$ cat config.mk
export PLATFORM = sky130hd
export DESIGN_NAME = hid_key_events
export DESIGN_NICKNAME = d
export VERILOG_FILES = /design/src/rtl/hid_pkg.sv /design/src/rtl/hid_event_fifo.sv /design/src/rtl/hid_key_events.sv
export SDC_FILE = /design/constraint.sdc
export NUM_CORES = 1
export LEC_CHECK = 0
export ABC_AREA = 1
export CAP_MARGIN = 20
export CORE_UTILIZATION = 45
export CTS_CLUSTER_DIAMETER = 80
export DETAILED_ROUTE_END_ITERATION = 8
export SLEW_MARGIN = 20
export SYNTH_ARGS = -nofsm -noshare
export SYNTH_HDL_FRONTEND = slang
export SYNTH_SLANG_ARGS = --single-unit
$ cat constraint.sdc
create_clock -name usbclk -period 3.8 [get_ports usbclk]
set_input_delay 0.76 -clock usbclk [delete_from_list [all_inputs] [get_ports usbclk]]
set_output_delay 0.76 -clock usbclk [all_outputs]
set_load 0.1 [all_outputs]
$ cat src/rtl/hid_pkg.sv
`default_nettype none
// ============================================================================
// Module   : hid_pkg
// Brief    : Shared types and constants for the HID keyboard event block.
// Revision : 1.0 - initial release
// ============================================================================
package hid_pkg;

  localparam logic [1:0] HID_TYP_NONE  = 2'd0;
  localparam logic [1:0] HID_TYP_KBD   = 2'd1;
  localparam logic [1:0] HID_TYP_MOUSE = 2'd2;
  localparam logic [1:0] HID_TYP_GAME  = 2'd3;

  localparam logic [7:0] HID_ROLLOVER = 8'h01;
  localparam logic [7:0] HID_MOD_BASE = 8'hE0;

  typedef struct packed {
    logic       rpt;
    logic       make;
    logic [7:0] code;
    logic [7:0] mods;
  } hid_event_t;

  typedef struct packed {
    logic [7:0]      mods;
    logic [3:0][7:0] keys;
  } hid_report_t;

  typedef enum logic [2:0] {
    S_IDLE   = 3'd0,
    S_BRK    = 3'd1,
    S_MK     = 3'd2,
    S_MOD    = 3'd3,
    S_COMMIT = 3'd4
  } hid_scan_state_t;

  function automatic logic hid_key_in(input logic [7:0] code, input logic [3:0][7:0] keys);
    hid_key_in = 1'b0;
    for (int i = 0; i < 4; i++) begin
      if (keys[i] == code) hid_key_in = 1'b1;
    end
  endfunction

endpackage
`default_nettype wire

$ cat src/rtl/hid_event_fifo.sv
`default_nettype none
// ============================================================================
// Module   : hid_event_fifo
// Brief    : First-word-fall-through event FIFO with drop-on-full and a
//            sticky overflow flag.
// Revision : 1.0 - initial release
// ============================================================================
module hid_event_fifo #(
  parameter int DEPTH = 16,
  parameter int WIDTH = 18
) (
  input  logic             clk,
  input  logic             rst_n,
  input  logic             i_push,
  input  logic [WIDTH-1:0] i_data,
  input  logic             i_ready,
  input  logic             i_clear_ovf,
  output logic             o_valid,
  output logic [WIDTH-1:0] o_data,
  output logic             o_overflow
);

  localparam int          AW     = $clog2(DEPTH);
  localparam logic [AW:0] c_full = (AW + 1)'(DEPTH);

  logic [WIDTH-1:0] r_mem [DEPTH];
  logic [AW-1:0]    r_wr_ptr;
  logic [AW-1:0]    r_rd_ptr;
  logic [AW:0]      r_count;
  logic             r_ovf;

  logic w_pop;
  logic w_full;
  logic w_wr;
  logic w_drop;

  assign w_pop  = (r_count != '0) && i_ready;
  assign w_full = (r_count == c_full);
  // A pop in the same cycle frees the slot, so a push into a full FIFO is kept.
  assign w_wr   = i_push && (!w_full || w_pop);
  assign w_drop = i_push && w_full && !w_pop;

  always_ff @(posedge clk or negedge rst_n) begin
    if (!rst_n) begin
      r_wr_ptr <= '0;
      r_rd_ptr <= '0;
      r_count  <= '0;
      r_ovf    <= 1'b0;
    end else begin
      if (w_wr)  r_wr_ptr <= r_wr_ptr + 1'b1;
      if (w_pop) r_rd_ptr <= r_rd_ptr + 1'b1;
      if (w_wr && !w_pop)      r_count <= r_count + 1'b1;
      else if (!w_wr && w_pop) r_count <= r_count - 1'b1;
      if (w_drop)           r_ovf <= 1'b1;
      else if (i_clear_ovf) r_ovf <= 1'b0;
    end
  end

  always_ff @(posedge clk) begin
    if (w_wr) r_mem[r_wr_ptr] <= i_data;
  end

  assign o_valid    = (r_count != '0);
  assign o_data     = o_valid ? r_mem[r_rd_ptr] : '0;
  assign o_overflow = r_ovf;

endmodule
`default_nettype wire

$ cat src/rtl/hid_key_events.sv
`default_nettype none
// ============================================================================
// Module   : hid_key_events
// Brief    : Diffs successive HID keyboard reports into make/break events.
// Config   : HID_KEY_EVENTS_REPEAT_EN enables the auto-repeat timer.
// Revision : 1.0 - initial release
// ============================================================================
module hid_key_events
  import hid_pkg::*;
#(
  parameter int DEPTH        = 16,
  parameter int REPEAT_DELAY = 6000000,
  parameter int REPEAT_RATE  = 400000
) (
  input  logic       usbclk,
  input  logic       usbrst_n,
  input  logic       report,
  input  logic [1:0] typ,
  input  logic       conerr,
  input  logic [7:0] key_modifiers,
  input  logic [7:0] key1,
  input  logic [7:0] key2,
  input  logic [7:0] key3,
  input  logic [7:0] key4,
  output logic       ev_valid,
  input  logic       ev_ready,
  output logic [7:0] ev_code,
  output logic       ev_make,
  output logic [7:0] ev_mods,
  output logic       ev_repeat,
  output logic       overflow,
  input  logic       clear_ovf
);

  hid_scan_state_t r_state, w_state_nxt;
  logic [2:0]      r_idx, w_idx_nxt;
  hid_report_t     r_cur, r_prev, r_pend;
  logic            r_pend_vld, r_pend_rel, r_conerr_d;

  hid_report_t w_in, w_start_rpt;
  logic        w_rollover, w_take, w_rel, w_arr, w_start, w_start_rel;
  logic [7:0]  w_k_prev, w_k_cur;
  logic        w_dup, w_scan_push, w_rep_push, w_fifo_push;
  hid_event_t  w_scan_ev, w_rep_ev, w_fifo_ev, w_head;

  assign w_in.mods  = key_modifiers;
  assign w_in.keys  = {key4, key3, key2, key1};
  assign w_rollover = (key1 == HID_ROLLOVER) || (key2 == HID_ROLLOVER) ||
                      (key3 == HID_ROLLOVER) || (key4 == HID_ROLLOVER);
  assign w_take     = report && (typ == HID_TYP_KBD) && !w_rollover;
  assign w_rel      = conerr && !r_conerr_d;
  assign w_arr      = w_take || w_rel;

  // A fresh arrival is newer than anything pending; release-all wins a tie.
  assign w_start     = w_arr || r_pend_vld;
  assign w_start_rel = w_arr ? w_rel : r_pend_rel;
  assign w_start_rpt = w_arr ? w_in  : r_pend;

  always_ff @(posedge usbclk or negedge usbrst_n) begin
    if (!usbrst_n) begin
      r_state    <= S_IDLE;
      r_idx      <= '0;
      r_cur      <= '0;
      r_prev     <= '0;
      r_pend     <= '0;
      r_pend_vld <= 1'b0;
      r_pend_rel <= 1'b0;
      r_conerr_d <= 1'b0;
    end else begin
      r_state    <= w_state_nxt;
      r_idx      <= w_idx_nxt;
      r_conerr_d <= conerr;
      if (r_state == S_IDLE) begin
        if (w_start) begin
          r_cur      <= w_start_rel ? '0 : w_start_rpt;
          r_pend_vld <= 1'b0;
        end
      end else if (w_arr) begin
        r_pend_vld <= 1'b1;
        r_pend_rel <= w_rel;
        r_pend     <= w_in;
      end
      if (r_state == S_COMMIT) r_prev <= r_cur;
    end
  end

  always_comb begin
    w_state_nxt    = r_state;
    w_idx_nxt      = r_idx;
    w_scan_push    = 1'b0;
    w_scan_ev      = '0;
    w_scan_ev.mods = r_cur.mods;
    w_k_prev       = r_prev.keys[r_idx[1:0]];
    w_k_cur        = r_cur.keys[r_idx[1:0]];
    w_dup          = 1'b0;
    for (int j = 0; j < 4; j++) begin
      if ((3'(j) < r_idx) && (r_cur.keys[j] == w_k_cur)) w_dup = 1'b1;
    end

    unique case (r_state)
      S_IDLE: begin
        if (w_start) begin
          w_state_nxt = S_BRK;
          w_idx_nxt   = '0;
        end
      end
      S_BRK: begin
        if ((w_k_prev != 8'h00) && !hid_key_in(w_k_prev, r_cur.keys)) begin
          w_scan_push    = 1'b1;
          w_scan_ev.code = w_k_prev;
          w_scan_ev.make = 1'b0;
        end
        if (r_idx == 3'd3) begin
          w_state_nxt = S_MK;
          w_idx_nxt   = '0;
        end else begin
          w_idx_nxt = r_idx + 3'd1;
        end
      end
      S_MK: begin
        if ((w_k_cur != 8'h00) && !hid_key_in(w_k_cur, r_prev.keys) && !w_dup) begin
          w_scan_push    = 1'b1;
          w_scan_ev.code = w_k_cur;
          w_scan_ev.make = 1'b1;
        end
        if (r_idx == 3'd3) begin
          w_state_nxt = S_MOD;
          w_idx_nxt   = '0;
        end else begin
          w_idx_nxt = r_idx + 3'd1;
        end
      end
      S_MOD: begin
        if (r_prev.mods[r_idx] != r_cur.mods[r_idx]) begin
          w_scan_push    = 1'b1;
          w_scan_ev.code = HID_MOD_BASE + {5'd0, r_idx};
          w_scan_ev.make = r_cur.mods[r_idx];
        end
        if (r_idx == 3'd7) w_state_nxt = S_COMMIT;
        else               w_idx_nxt   = r_idx + 3'd1;
      end
      S_COMMIT: begin
        w_state_nxt = S_IDLE;
      end
      default: begin
        w_state_nxt = S_IDLE;
      end
    endcase
  end

`ifdef HID_KEY_EVENTS_REPEAT_EN
  localparam logic [31:0] c_rep_delay = 32'(REPEAT_DELAY - 1);
  localparam logic [31:0] c_rep_rate  = 32'(REPEAT_RATE - 1);

  logic        r_rep_act, r_rep_pend;
  logic [7:0]  r_rep_key;
  logic [31:0] r_rep_cnt;
  logic        w_rep_due, w_rep_arm, w_rep_cancel, w_rel_start;

  assign w_rel_start  = (r_state == S_IDLE) && w_start && w_start_rel;
  assign w_rep_due    = r_rep_act && (r_rep_cnt == '0);
  // A repeat falling due mid-scan waits here until the scan returns to IDLE.
  assign w_rep_push   = (r_rep_pend || w_rep_due) && (r_state == S_IDLE) && !w_rel_start;
  assign w_rep_arm    = w_scan_push && (r_state == S_MK);
  assign w_rep_cancel = w_rel_start ||
                        (w_scan_push && (r_state == S_BRK) && (w_scan_ev.code == r_rep_key));
  assign w_rep_ev     = {1'b1, 1'b1, r_rep_key, r_prev.mods};

  always_ff @(posedge usbclk or negedge usbrst_n) begin
    if (!usbrst_n) begin
      r_rep_act  <= 1'b0;
      r_rep_pend <= 1'b0;
      r_rep_key  <= '0;
      r_rep_cnt  <= '0;
    end else if (w_rep_cancel) begin
      r_rep_act  <= 1'b0;
      r_rep_pend <= 1'b0;
    end else if (w_rep_arm) begin
      r_rep_act  <= 1'b1;
      r_rep_pend <= 1'b0;
      r_rep_key  <= w_scan_ev.code;
      r_rep_cnt  <= c_rep_delay;
    end else begin
      if (w_rep_due)      r_rep_cnt <= c_rep_rate;
      else if (r_rep_act) r_rep_cnt <= r_rep_cnt - 32'd1;
      r_rep_pend <= (r_rep_pend || w_rep_due) && !w_rep_push;
    end
  end
`else
  logic w_unused_rep;

  assign w_rep_push   = 1'b0;
  assign w_rep_ev     = '0;
  assign w_unused_rep = ^{REPEAT_DELAY[0], REPEAT_RATE[0]};
`endif

  assign w_fifo_push = w_scan_push || w_rep_push;
  assign w_fifo_ev   = w_rep_push ? w_rep_ev : w_scan_ev;

  hid_event_fifo #(
    .DEPTH (DEPTH),
    .WIDTH ($bits(hid_event_t))
  ) u_fifo (
    .clk         (usbclk),
    .rst_n       (usbrst_n),
    .i_push      (w_fifo_push),
    .i_data      (w_fifo_ev),
    .i_ready     (ev_ready),
    .i_clear_ovf (clear_ovf),
    .o_valid     (ev_valid),
    .o_data      (w_head),
    .o_overflow  (overflow)
  );

  assign ev_code   = w_head.code;
  assign ev_make   = w_head.make;
  assign ev_mods   = w_head.mods;
  assign ev_repeat = w_head.rpt;

endmodule
`default_nettype wire

After elaboration in Yosys (flattened, before gate mapping)
Memories as Yosys holds them, arrays and structs flattened.
Cells that the tools add are included.
- bits in registers: 143
- memory bits (writable): 272
- output and inout port bits: 20
- memories: 1
- add/sub/neg operators: 6
- magnitude comparators: 6
- eq/ne operators: 30
- muxes and demuxes: 52
- reductions and logical operators: 43
- memory list (memory ; depth ; bits a word ; read ports ; clocked after Yosys merged registers in ; wr ports ; line ; text):
    u_fifo.r_mem ; 16 ; 17 ; 1 ; 0 ; 1 ; hid_event_fifo.sv:26 ; logic [WIDTH-1:0] r_mem [DEPTH];
- operators by type and width (cell ; count):
    $eq A8 B8 Y1 ; 12
    $mux W40 ; 2
    $bmux W8 S2 ; 2
    $eq A8 B1 Y1 const B ; 4
    $mux W1 ; 27
    $pmux W9 S3 ; 1
    $mux W8 ; 3
    $mux W3 ; 7
    $mux W18 ; 1
    $mux W9 ; 2
    $logic_and A1 B1 Y1 ; 16
    $reduce_bool A8 Y1 ; 2
    $pmux W3 S4 ; 1
    $mux W5 ; 2
    $ne A2 B2 Y1 const B ; 5
    $eq A3 B2 Y1 const B ; 3
    $pmux W3 S3 ; 1
    $add A4 B1 Y4 const B ; 2
    $logic_not A1 Y1 ; 8
    $add A6 B4 Y7 const A ; 1
    $bmux W1 S3 ; 2
    $eq A3 B3 Y1 const B ; 2
    $logic_or A1 B1 Y1 ; 6
    $lt A1 B3 Y1 const A ; 2
    other kinds (19) ; 23

Depth between registers and ports, before layout
Gate-level depths: netlist of run 1.
- word-level depth: 18
- gate-level depth with buffers: 30
- depth with buffers taken out: 26

Hierarchy
From an unflattened synthesis of run 1, not the netlist that was laid out.
- cells, all modules: 2297
- area total of the unflattened synthesis: 20792.4 um^2
- by module, submodules not included (module ; times used ; cells each ; area an instance (um^2) ; seq. area each (um^2)):
    hid_event_fifo ; 1 ; 1061 ; 12390.6 ; 8998.6
    hid_key_events ; 1 ; 1236 ; 8401.8 ; 3228.1

Worst setup path after synthesis of run 1
OpenSTA, ideal clock, no wires.
- kind: reg-to-output
- start point: register u_fifo.r_rd_ptr[0]
- end point: output ev_code[6]
- arrival time: 3050 ps
- required time: 3040 ps
- path slack: -10 ps
- stages on the path, launching flop included: 9
- buffers on the path: 3
- cell sequence: dfrtp_1 > inv_1 > clkbuf_1 > clkbuf_1 > clkbuf_1 > nor2_1 > o221ai_1 > nand3_1 > a21oi_1
- longest elaborated chain between the ends: 2
- ends and longest elaborated chain (what ; line ; text):
    start: declaration ; hid_event_fifo.sv:28 ; logic [AW-1:0] r_rd_ptr;
    start signal: assignment ; hid_event_fifo.sv:51 ; if (w_pop) r_rd_ptr <= r_rd_ptr + 1'b1;
    $mem_v2 Z16 W17 ; -- ;
    $mux W18 ; hid_event_fifo.sv:64 ; assign o_data = o_valid ? r_mem[r_rd_ptr] : '0;
    end: declaration ; hid_key_events.sv:27 ; output logic [7:0] ev_code,
No other way between the ends.

Worst setup path after layout of run 1
- start point: register u_fifo.r_rd_ptr[0]
- end point: output ev_code[5]
The elaborated chain is that of the path after synthesis.

==> metrics.md, run 1 <==
| Metric | Value |
|---|---|
| Root Buffer | clkbuf_16 |
| DR iter-0 viols | 1548 |
| Via Count | 15000 |
| Worst setup EP type | output pin |
| Die Wd | 210 um |
| Layout filler cell count | 3815 |
| Slowest-stage cell, CP | buf_12 |
| Antenna diodes | 0 |
| CTS max path bufs | 3 |
| Fin. max-slew vios | 0 |
| CTS H-tree lvls | 2 |
| Reg area | 0.0118 sq mm |
| Final wirelength | 54100 um |
| Max Used Layer | met4 |
| Initial antenna violation count | 2 |
| Buf/Inv on CP | 2 |
| Post-synthesis sequential area ratio | 60.2% |
| GRT Overall Usage | 24.8% |
| Max Clock Skew | 0.0174 ns |
| Vias in the first global route | 14200 |
| Max_cap viols | 0 |
| Die area | 0.0442 sq mm |
| TritonCTS clock tree | yes |
| Layout cells sized above 1 | 10.6% |
| Drc violations | 0 |
| Routed vias/inst | 5.49 |
| CP Data Required Time | 3.04 ns |
| Met2 Wirelength | 24700 um |
| Sink Count | 415 |
| Max incr delay on CP | 0.46 ns |
| Core footprint | 0.0423 sq mm |
| Worst-margin pin slew | 0.978 ns |
| Crit path time final | 3.58 ns |
| Multi-input logic area | 0.00670 sq mm |
| Largest net degree at the start of global routing | 139 |
| DRT met1 WL | 24400 um |
| Status | completed |
| Chip Height | 210 um |
| Row count | 75 |
| Dpl cell area | 0.0211 sq mm |
| Worst path arrival time | 2.82 ns |
| Syn Area/Cell | 9.52 sq um |
| CP startpoint kind | register |
| Lkg Pwr | 0.00886 uW |
| R2R depth | 23 |
| Fin crit share | 94.1% |
| Synthesis-to-layout area growth | 15.6% |
| Final setup fails | 0 |
| Critical setup path kind | reg -> out |
| Top delay family on crit path | compound AO/OA/AOI/OAI gates |
| CP Cell Sequence | buf_12 > o21ai_0 > o22ai_1 > nor2_1 > nor2_1 > o21ai_0 > a21oi_1 > buf_12 |
| DRT antenna net count | 0 |
| Maximum clock rate | 280 MHz |
| Total gr overflow | 0 |
| Global-route wire length before repair | 83300 um |
| Pwr dens | 1000 mW/mm^2 |
| CP Max Fanout | 138 |
| Met3 wire length | 3790 um |
| WL per Instance | 19.8 um |
| Mapped cell area | 0.0195 sq mm |
| CTS Hold Bufs | 0 |
| Final core occ | 53.3% |
| Port-buffer cells | 66 |
| CTS Buf Count | 45 |
| Effective utilization at floorplan | 46.1% |
| Hold Vio Cnt, Final | 0 |
| Number of distinct library cells after synthesis | 39 |
| Pre-Repair DR Iteration Count | 7 |
| Clk pin slew, worst setup/hold paths | 0.06 ns |
| Peak supply drop | 879 uV |
| YS warnings | 0 |
| RSZ-0062 raised after global routing | yes |
| Cells after synthesis | 2050 |
| GP Congestion | 0.991 |
| Mapped Nets | 2112 |
| Relative slew slack | 34.6% |
| Setup repair bufs after CTS | 0 |
| Pwr Total | 22600 uW |
| Critical path depth in cells | 8 |
| Layout net count | 2181 |
| Worst hold path type | in -> async |
| Hpwl dp | 34000 um |
| Post-route cell area | 0.0226 sq mm |
| Io pins | 68 |
| Clock Latency Late Sink | 0.59 ns |
| Yosys reg bits | 415 |
==> cell usage after synthesis <==
| master | number | area share, % |
|---|---|---|
| a211o_1 | 1 | 0.045 |
| a211oi_1 | 1 | 0.038 |
| a21oi_1 | 31 | 0.80 |
| a22oi_1 | 1 | 0.038 |
| a31oi_1 | 3 | 0.096 |
| and3_1 | 1 | 0.032 |
| buf_1 | 9 | 0.17 |
| buf_2 | 3 | 0.077 |
| buf_4 | 6 | 0.23 |
| buf_6 | 12 | 0.69 |
| clkbuf_1 | 80 | 1.5 |
| clkinv_1 | 2 | 0.038 |
| conb_1 | 1 | 0.019 |
| dfrtp_1 | 143 | 18 |
| edfxtp_1 | 272 | 42 |
| fa_1 | 1 | 0.10 |
| ha_1 | 13 | 0.83 |
| inv_1 | 146 | 2.8 |
| inv_2 | 5 | 0.096 |
| inv_6 | 1 | 0.045 |
| nand2_1 | 467 | 9.0 |
| nand2_2 | 14 | 0.45 |
| nand2_4 | 4 | 0.23 |
| nand3_1 | 121 | 3.1 |
| nand3_2 | 16 | 0.82 |
| nand3_4 | 1 | 0.090 |
| nand3b_1 | 5 | 0.19 |
| nand4_1 | 7 | 0.22 |
| nor2_1 | 213 | 4.1 |
| nor2_2 | 19 | 0.61 |
| nor3_1 | 8 | 0.21 |
| nor4_1 | 4 | 0.13 |
| o2111ai_1 | 1 | 0.045 |
| o21ai_0 | 337 | 8.6 |
| o221ai_1 | 50 | 2.2 |
| o22ai_1 | 20 | 0.64 |
| or2_2 | 1 | 0.032 |
| xnor2_1 | 1 | 0.045 |
| xor2_1 | 29 | 1.3 |
==> timing repair <==
action,4_1_cts,5_1_grt
endpoints found under the setup margin,0,6
endpoints found under the hold margin,0,0
gates resized for setup,0,7
==> metal layers <==
layer,vias up,track usage [%]
met1,7201,36.4
met5,-,0
met3,72,2.94
met4,0,7.80
li1,7147,-
met2,586,38.6
==> registers in the layout (all words and copies together), names as in the netlist <==
signal	count
r_pend_rel	1
u_fifo.o_overflow	1
r_cur	40
u_fifo.r_rd_ptr	4
r_pend	40
r_state	3
u_fifo.r_count	5
r_prev	40
u_fifo.r_wr_ptr	4
r_idx	3
r_conerr_d	1
r_pend_vld	1
u_fifo.r_mem	272
==> report_power, final <==
part	switching (uW)	leakage [uW]	internal (uW)
Sequential	544	0.00437	6370
Clock	1820	0.000676	2310
Combinational	8080	0.00381	3440
==> kinds of logic after synthesis <==
group,count (synthesis),synth area share [%]
AO/OA/AOI/OAI,445,12.6
other,1,0.0192
adder cells (fa/ha/maj),14,0.936
buffers and inverters,264,5.70
XOR/XNOR,30,1.35
flip-flops,415,60.2
AND/OR/NAND/NOR,881,19.2
==> stage by stage <==
step                      cells  TNS (ns)  hold WS [ns]  setup WS (ns)
after floorplan            2050         0         0.448         0.0147
after global placement     2649         0         0.467          0.178
after detailed placement   2649         0         0.471          0.231
after CTS                  2732         0         0.278         0.0922
after global routing       2732   -0.0576         0.295        -0.0576
final                      2732         0         0.244          0.224
==> path summary, 6_finish.rpt <==
path | endpoint | slack (ns) | from
max | ev_code[5] | 0.22 | u_fifo.r_rd_ptr[0]
min | r_pend[22] | 0.24 | usbrst_n
max reg2reg | u_fifo.r_count[4] | 0.24 | r_idx[1]
min reg2reg | r_prev[38] | 0.49 | r_prev[38]
max in group asynchronous | r_idx[0] | 2.68 | usbrst_n
min in group usbclk | r_prev[38] | 0.49 | r_prev[38]
==> cells in the final DEF (no fill, tap or decap), types with 13 or more instances in the layout <==
cell type          n
nand2_1          465
ha_1              13
nor2_1           211
xor2_1            29
nand3_2           16
clkdlybuf4s50_1   47
clkbuf_16         45
o221ai_1          50
a21oi_1           23
o21ai_0          332
dfrtp_1          140
edfxtp_1         272
nand3_1          121
nand2_2           16
buf_12            22
nor2_2            21
buf_4             60
o22ai_1           20
inv_1            143
==> layout make-up <==
class,count,share of cell area (%)
sequential,415,52.1
multi-input combinational,1371,29.7
timing repair buffer,132,6.18
clock buffer,62,5.50
tap,577,3.20
inverter,154,2.61
clock inverter,21,0.704
(Power assumes the default switching activity.)
==> run 2, diff against run 1 <==
Settings changed: RECOVER_POWER from default to 100.
==> run 2 against run 1 <==
Effect of this change:
- critical path depth unchanged
- highest routed layer unchanged
- the run now ends with capacitance limit, slew limit left
- via count increased by 0.29%
- non-clock buffer count unchanged
- sequential share of layout area is 0.12 points higher
- first-iteration DRC count shrank 4.5%
- fmax fell by 0.35%
==> metrics.md, run 2 (synthesis gave the netlist of run 1 again) <==
| Metric | Value |
|---|---|
| CP Data Required Time | 3.04 ns |
| RSZ-0062 raised after global routing | yes |
| Non-filler instance count after layout | 2732 |
| GP Congestion | 0.991 |
| WL per Instance | 19.8 um |
| Commonest non-fill, non-tap cell in the layout | nand2_1 |
| Slowest-stage cell, CP | buf_12 |
| DRT antenna net count | 0 |
| Worst path arrival time | 2.83 ns |
| CTS max path bufs | 3 |
| Worst hold path type | reg -> reg |
| Max incr delay on CP | 0.47 ns |
| Final wirelength | 54200 um |
| CP Cell Sequence | buf_12 > o21ai_0 > o22ai_1 > nor2_1 > nor2_1 > o21ai_0 > a21oi_1 > buf_12 |
| Failing checks | capacitance limit, slew limit |
| Status | finished, violations left |
| Sequential Power Share | 30.7% |
| Relative slew slack | -52.4% |
| Core footprint | 0.0423 sq mm |
| NetSw | 10500 uW |
| Top delay family on crit path | compound AO/OA/AOI/OAI gates |
| Clock group share of total power | 18.3% |
| Buf/Inv on CP | 2 |
| Hold Vio Cnt, Final | 0 |
| Effective utilization at floorplan | 46.1% |
| Clock Latency Late Sink | 0.59 ns |
| CP Max Fanout | 138 |
| Drc violations | 0 |
| Io pins | 68 |
| Global-route wire length before repair | 83300 um |
| Sink Count | 415 |
| Vias in the first global route | 14200 |
| Die Wd | 210 um |
| Fin. max-slew vios | 89 |
| Combinational Power Share | 51.0% |
| Power Internal | 12100 uW |
| CP startpoint kind | register |
| Largest net degree at the start of global routing | 139 |
| Pre-Repair DR Iteration Count | 5 |
| TritonCTS clock tree | yes |
| CTS H-tree lvls | 2 |
| DR iter-0 viols | 1479 |
| Sw frac | 46.4% |
| Maximum clock rate | 279 MHz |
| R2R depth | 23 |
| Crit path time final | 3.59 ns |
| Max_cap viols | 1 |
| Synthesis-to-layout area growth | 15.4% |
| Setup TNS | 0 ns |
| Chip Height | 210 um |
| Biggest register | u_fifo.r_mem |
| GRT Overall Usage | 24.8% |
| CTS Buf Count | 45 |
| Root Buffer | clkbuf_16 |
| Lkg Pwr | 0.00881 uW |
| Placed Instances | 2649 |
| Critical setup path kind | reg -> out |
| Layout cells sized above 1 | 10.0% |
| Max FFs per register | 272 |
| Pwr dens | 1000 mW/mm^2 |
| Layout filler cell count | 3830 |
| Worst Hold Depth | 2 |
| Max Clock Skew | 0.0177 ns |
| Antenna diodes | 0 |
| Most frequent cells in the layout | nand2_1 (466), o21ai_0 (332), edfxtp_1 (272), nor2_1 (211), inv_1 (143) |
| Hpwl dp | 34000 um |
| Fin crit share | 94.4% |
| Worst setup EP type | output pin |
| Die area | 0.0442 sq mm |
| Routed vias/inst | 5.51 |
| Peak supply drop | 879 uV |
| Clk pin slew, worst setup/hold paths | 0.06 ns |
| Final setup fails | 0 |
| Worst-margin pin slew | 2.29 ns |
| Port-buffer cells | 66 |
| Row count | 75 |
| Total gr overflow | 0 |
| Initial antenna violation count | 1 |
| Via Count | 15100 |
| Critical path depth in cells | 8 |
| Layout net count | 2181 |
| CTS Hold Bufs | 0 |
==> run 2: cell count changes in the layout (fill, tap and decap cells not counted), sizes merged <==
cell	change
buf	-12
clkbuf	+12
clkdlybuf4s50	-1
dlygate4sd3	+1
==> run 2: what timing repair did <==
item / CTS / global route
endpoints found under the setup margin: 0 / 6
setup buffers: 0 / 0
resized for setup: 0 / 7
==> run 2: power groups by stage <==
stage	combinational (uW)	sequential, uW	clock (uW)
finish	11500	6920	4130
global route	12500	7020	4380
CTS	11500	6900	4210
detailed placement	11500	6980	0
global placement	11400	6970	0
floorplan	7620	6910	0
==> run 2: routing by layer <==
layer / up-vias / share of wire (%) / track usage [%]
li1: 7145 / - / -
met1: 7259 / 46 / 36.4
met2: 559 / 46 / 38.6
met3: 87 / 6.4 / 2.94
met4: 0 / 2.4 / 7.80
met5: - / 0 / 0
==> run 2: worst reg2reg max path, stage by stage, from the launching register on <==
cell	delay [ns]
dfrtp_1	0.40
inv_2	0.06
buf_4	0.21
nand2_1	0.22
nor2_1	0.13
o21ai_0	0.10
o2111ai_1	0.12
inv_1	0.06
ha_1	0.28
nor2_1	0.24
nor2_2	0.10
nand2_4	0.15
nand2_4	0.06
inv_1	0.05
ha_1	0.16
inv_1	0.10
ha_1	0.33
nand2_1	0.08
nor2_1	0.04
a211oi_1	0.22
nand2_1	0.08
nand2_1	0.06
nor2_1	0.04
xor2_1	0.13
==> run 2: path summary, 6_finish.rpt <==
| kind | end | start | slack (ns) |
|---|---|---|---|
| worst max-delay path | ev_code[5] | u_fifo.r_rd_ptr[0] | 0.21 |
| worst min-delay path | r_prev[38] | r_prev[38] | 0.49 |
| worst max register to register | u_fifo.r_count[4] | r_idx[1] | 0.26 |
| worst min register to register | r_prev[38] | r_prev[38] | 0.49 |
| max in group asynchronous | r_idx[0] | usbrst_n | 0.89 |
| min in group asynchronous | r_pend[22] | usbrst_n | 0.85 |
==> run 2: layout make-up <==
class	instances	area [sq um]	area share, %
flip-flops and latches	415	11800	52.2
clock inverters	21	159	0.706
clock buffers	62	1240	5.51
inverters	154	588	2.61
well taps	577	722	3.21
multi-input cells	1371	6700	29.8
repair buffers	132	1350	5.99
==> run 2: metrics by stage <==
| stage | hold WS, ns | area [sq um] | util [%] | worst slack (ns) | power, uW |
|---|---|---|---|---|---|
| floorplan | 0.448 | 19500 | - | 0.0147 | 14500 |
| global placement | 0.467 | 21100 | 50.0 | 0.178 | 18300 |
| detailed placement | 0.471 | 21100 | 50.0 | 0.231 | 18400 |
| CTS | 0.278 | 22500 | 53.3 | 0.0922 | 22600 |
| global route | 0.515 | 22500 | 53.2 | -0.0576 | 23900 |
| finish | 0.488 | 22500 | 53.2 | 0.211 | 22500 |
==> run 3, diff against run 2 <==
Settings changed: ABC_AREA 1 to default.
Clock period 3.8 ns to 4.2 ns, I/O delays scaled along.
==> run 3 against run 2 <==
Effect of this change:
- final area down 0.37%
- sequential share of layout area grew 0.20 points
- clock skew is 0.0079 ns higher
- sequential power shrank 21%
- the run still ends with capacitance limit, slew limit left
- via count fell by 29%
- non-clock buffer count increased by 34
- count of clock-buffer cells in the layout unchanged
- critical endpoint is now ev_mods[5]
- worst hold slack got worse by 0.25 ns
- clock power is essentially flat
==> metrics.md, run 3 <==
| Metric | Value |
|---|---|
| Place WS | 0.0501 ns |
| CTS H-tree lvls | 2 |
| Main synth FF type | edfxtp_1 |
| Top-area cell type share of the netlist area | 42.5% |
| Dpl cell area | 0.0210 sq mm |
| Global-route wire length before repair | 70000 um |
| Worst path arrival time | 3.18 ns |
| Port-buffer cells | 66 |
| Post-synth ARST share | 34.5% |
| Layout filler cell count | 3503 |
| Setup TNS | 0 ns |
| M1 GR Usage | 29.0% |
| Hpwl dp | 29900 um |
| Cells after synthesis | 1230 |
| Status | finished, violations left |
| Minimum hold slack | 0.241 ns |
| Vias in the first global route | 11200 |
| Initial antenna violation count | 0 |
| Number of distinct library cells after synthesis | 60 |
| Die area | 0.0435 sq mm |
| Sink Count | 415 |
| Routed vias/inst | 5.65 |
| Effective utilization at floorplan | 45.7% |
| Final setup fails | 0 |
| Fin. max-slew vios | 87 |
| Clock Latency Late Sink | 0.58 ns |
| Crit path time final | 4.02 ns |
| Most frequent cells in the layout | edfxtp_1 (272), dfrtp_1 (140), mux4_2 (101), xnor2_1 (84), mux2_2 (82) |
| CP Data Required Time | 3.36 ns |
| Root Buffer | clkbuf_16 |
| Io pins | 68 |
| Final wirelength | 46300 um |
| Layout net count | 1392 |
| DRT antenna net count | 0 |
| TritonCTS clock tree | yes |
| Maximum clock rate | 249 MHz |
| Final worst slack | 0.181 ns |
| GP Congestion | 0.919 |
| R2R depth | 13 |
| Max_cap viols | 1 |
| Synthesis-to-layout area growth | 16.8% |
| WL per Instance | 24.3 um |
| Mapped cell area | 0.0192 sq mm |
| Layout cells sized above 1 | 27.3% |
| CTS Buf Count | 45 |
| Failing checks | capacitance limit, slew limit |
| Via Count | 10800 |
| Most used routing layer | met2 |
| CTS max path bufs | 3 |
| Clock group share of total power | 25.4% |
| NetSw | 6170 uW |
| Critical setup path kind | reg -> out |
| Fin crit share | 95.7% |
| Most frequent cell after synthesis | edfxtp_1 |
| Combinational Power Share | 41.2% |
| Drc violations | 0 |
| Met3 Use GR | 3.32% |
| Core footprint | 0.0420 sq mm |
| Syn Area/Cell | 15.6 sq um |
| Chip Height | 209 um |
| Crit path from | u_fifo.r_rd_ptr[0] |
| Sw frac | 37.7% |
| Post-synthesis sequential area ratio | 61.2% |
| GRT Overall Usage | 21.8% |
| Reg-to-Reg Start | r_idx[0] |
| Pre-Repair DR Iteration Count | 5 |
| Relative slew slack | -50.8% |
| Largest net degree at the start of global routing | 87 |
| Worst-margin pin slew | 2.26 ns |
| Dominant cells by area after synthesis | edfxtp_1 (43%), dfrtp_1 (19%), mux4_2 (12%) |
| Worst hold path type | in -> async |
| Max FFs per register | 272 |
| Biggest register | u_fifo.r_mem |
| Power Internal | 10200 uW |
| Pwr dens | 730 mW/mm^2 |
| Clk pin slew, worst setup/hold paths | 0.06 ns |
| Hold Vio Cnt, Final | 0 |
| Sequential Power Share | 33.4% |
| EDFF count, synth | 272 |
| DR iter-0 viols | 891 |
| Worst setup EP type | output pin |
| CP startpoint kind | register |
| Yosys reg bits | 415 |
| CP Max Fanout | 22 |
| Commonest cells in the netlist | edfxtp_1 (272), dfrtp_1 (143), mux4_2 (100) |
| Commonest non-fill, non-tap cell in the layout | edfxtp_1 |
| YS warnings | 0 |
| Antenna diodes | 0 |
| Met2 Track Usage GR | 36.4% |
| Synth area leader | edfxtp_1 |
| Mapped Nets | 1292 |
| Die Wd | 209 um |
| Post-route cell area | 0.0224 sq mm |
| Row count | 75 |
| RSZ-0062 raised after global routing | no |
| Total gr overflow | 0 |
| Lkg Pwr | 0.00824 uW |
| Peak supply drop | 644 uV |
| Max Clock Skew | 0.0256 ns |
[run 3: cell types whose count changed in the layout (fill, tap and decap cells not counted), moves of 51 or more]
cell,change
o21ai_0,-311
mux2_2,+82
xnor2_1,+83
mux4_2,+101
mux2i_1,+51
nand2_1,-392
nand3_1,-115
nor2_1,-188
inv_1,-123
[run 3: power groups by stage]
stage	Sequential (uW)	Clock (uW)	Combinational, uW
final	5470	4150	6750
after detailed placement	5550	0	6860
after floorplan	5280	0	5250
after global placement	5530	0	6840
after global routing	5530	4420	7230
after CTS	5470	4270	6870
[run 3: stage by stage]
stage / utilization, % / total power, uW / cells
global placement: 50.0 / 12400 / 1817
detailed placement: 50.0 / 12400 / 1817
global route: 53.3 / 17200 / 1904
CTS: 53.7 / 16600 / 1899
finish: 53.3 / 16400 / 1904
floorplan: - / 10500 / 1230
[run 3: what timing repair did]
action,CTS,global route
setup buffers,0,5
endpoints found under the setup margin,0,1
resized for setup,0,2
hold buffers,0,0
[run 3: routing by layer]
layer	part of all wire (%)	up-vias
li1	-	4866
met1	43	5531
met2	50	269
met3	4.4	89
met4	3.2	0
met5	0	-
[run 3: final timing paths]
kind | end | slack (ns)
setup / recovery | ev_mods[5] | 0.18
hold / removal | r_conerr_d | 0.24
setup reg to reg | u_fifo.r_mem[5][11] | 0.19
hold reg to reg | u_fifo.r_count[4] | 0.48
max in group asynchronous | r_prev[1] | 1.38
min in group usbclk | u_fifo.r_count[4] | 0.48
[run 3: cells by family (layout without fill, tap and decap cells)]
group / count (synthesis) / after routing / synth area share [%]
flip-flops: 415 / 415 / 61.2
multiplexers: 239 / 239 / 19.9
other: 1 / 1 / 0.0195
AO/OA/AOI/OAI: 106 / 106 / 3.90
XOR/XNOR: 128 / 128 / 5.84
adder cells (fa/ha/maj): 14 / 14 / 0.951
AND/OR/NAND/NOR: 194 / 194 / 5.14
buffers and inverters: 133 / 268 / 3.06
[run 3: layout make-up]
class / instances / area (sq um) / area share, %
multi-input cells: 682 / 6910 / 30.8
inverters: 20 / 75.1 / 0.335
well taps: 539 / 674 / 3.01
clock inverters: 20 / 288 / 1.28
repair buffers: 166 / 1440 / 6.42
clock buffers: 62 / 1290 / 5.75
flip-flops and latches: 415 / 11800 / 52.4
[run 3: worst max-delay path, cell delays in order, from the launching register on]
cell and delay, ns:
dfrtp_4 0.59, buf_4 0.46, mux4_2 0.57, mux4_2 0.53, and2_0 0.19, buf_4 0.23
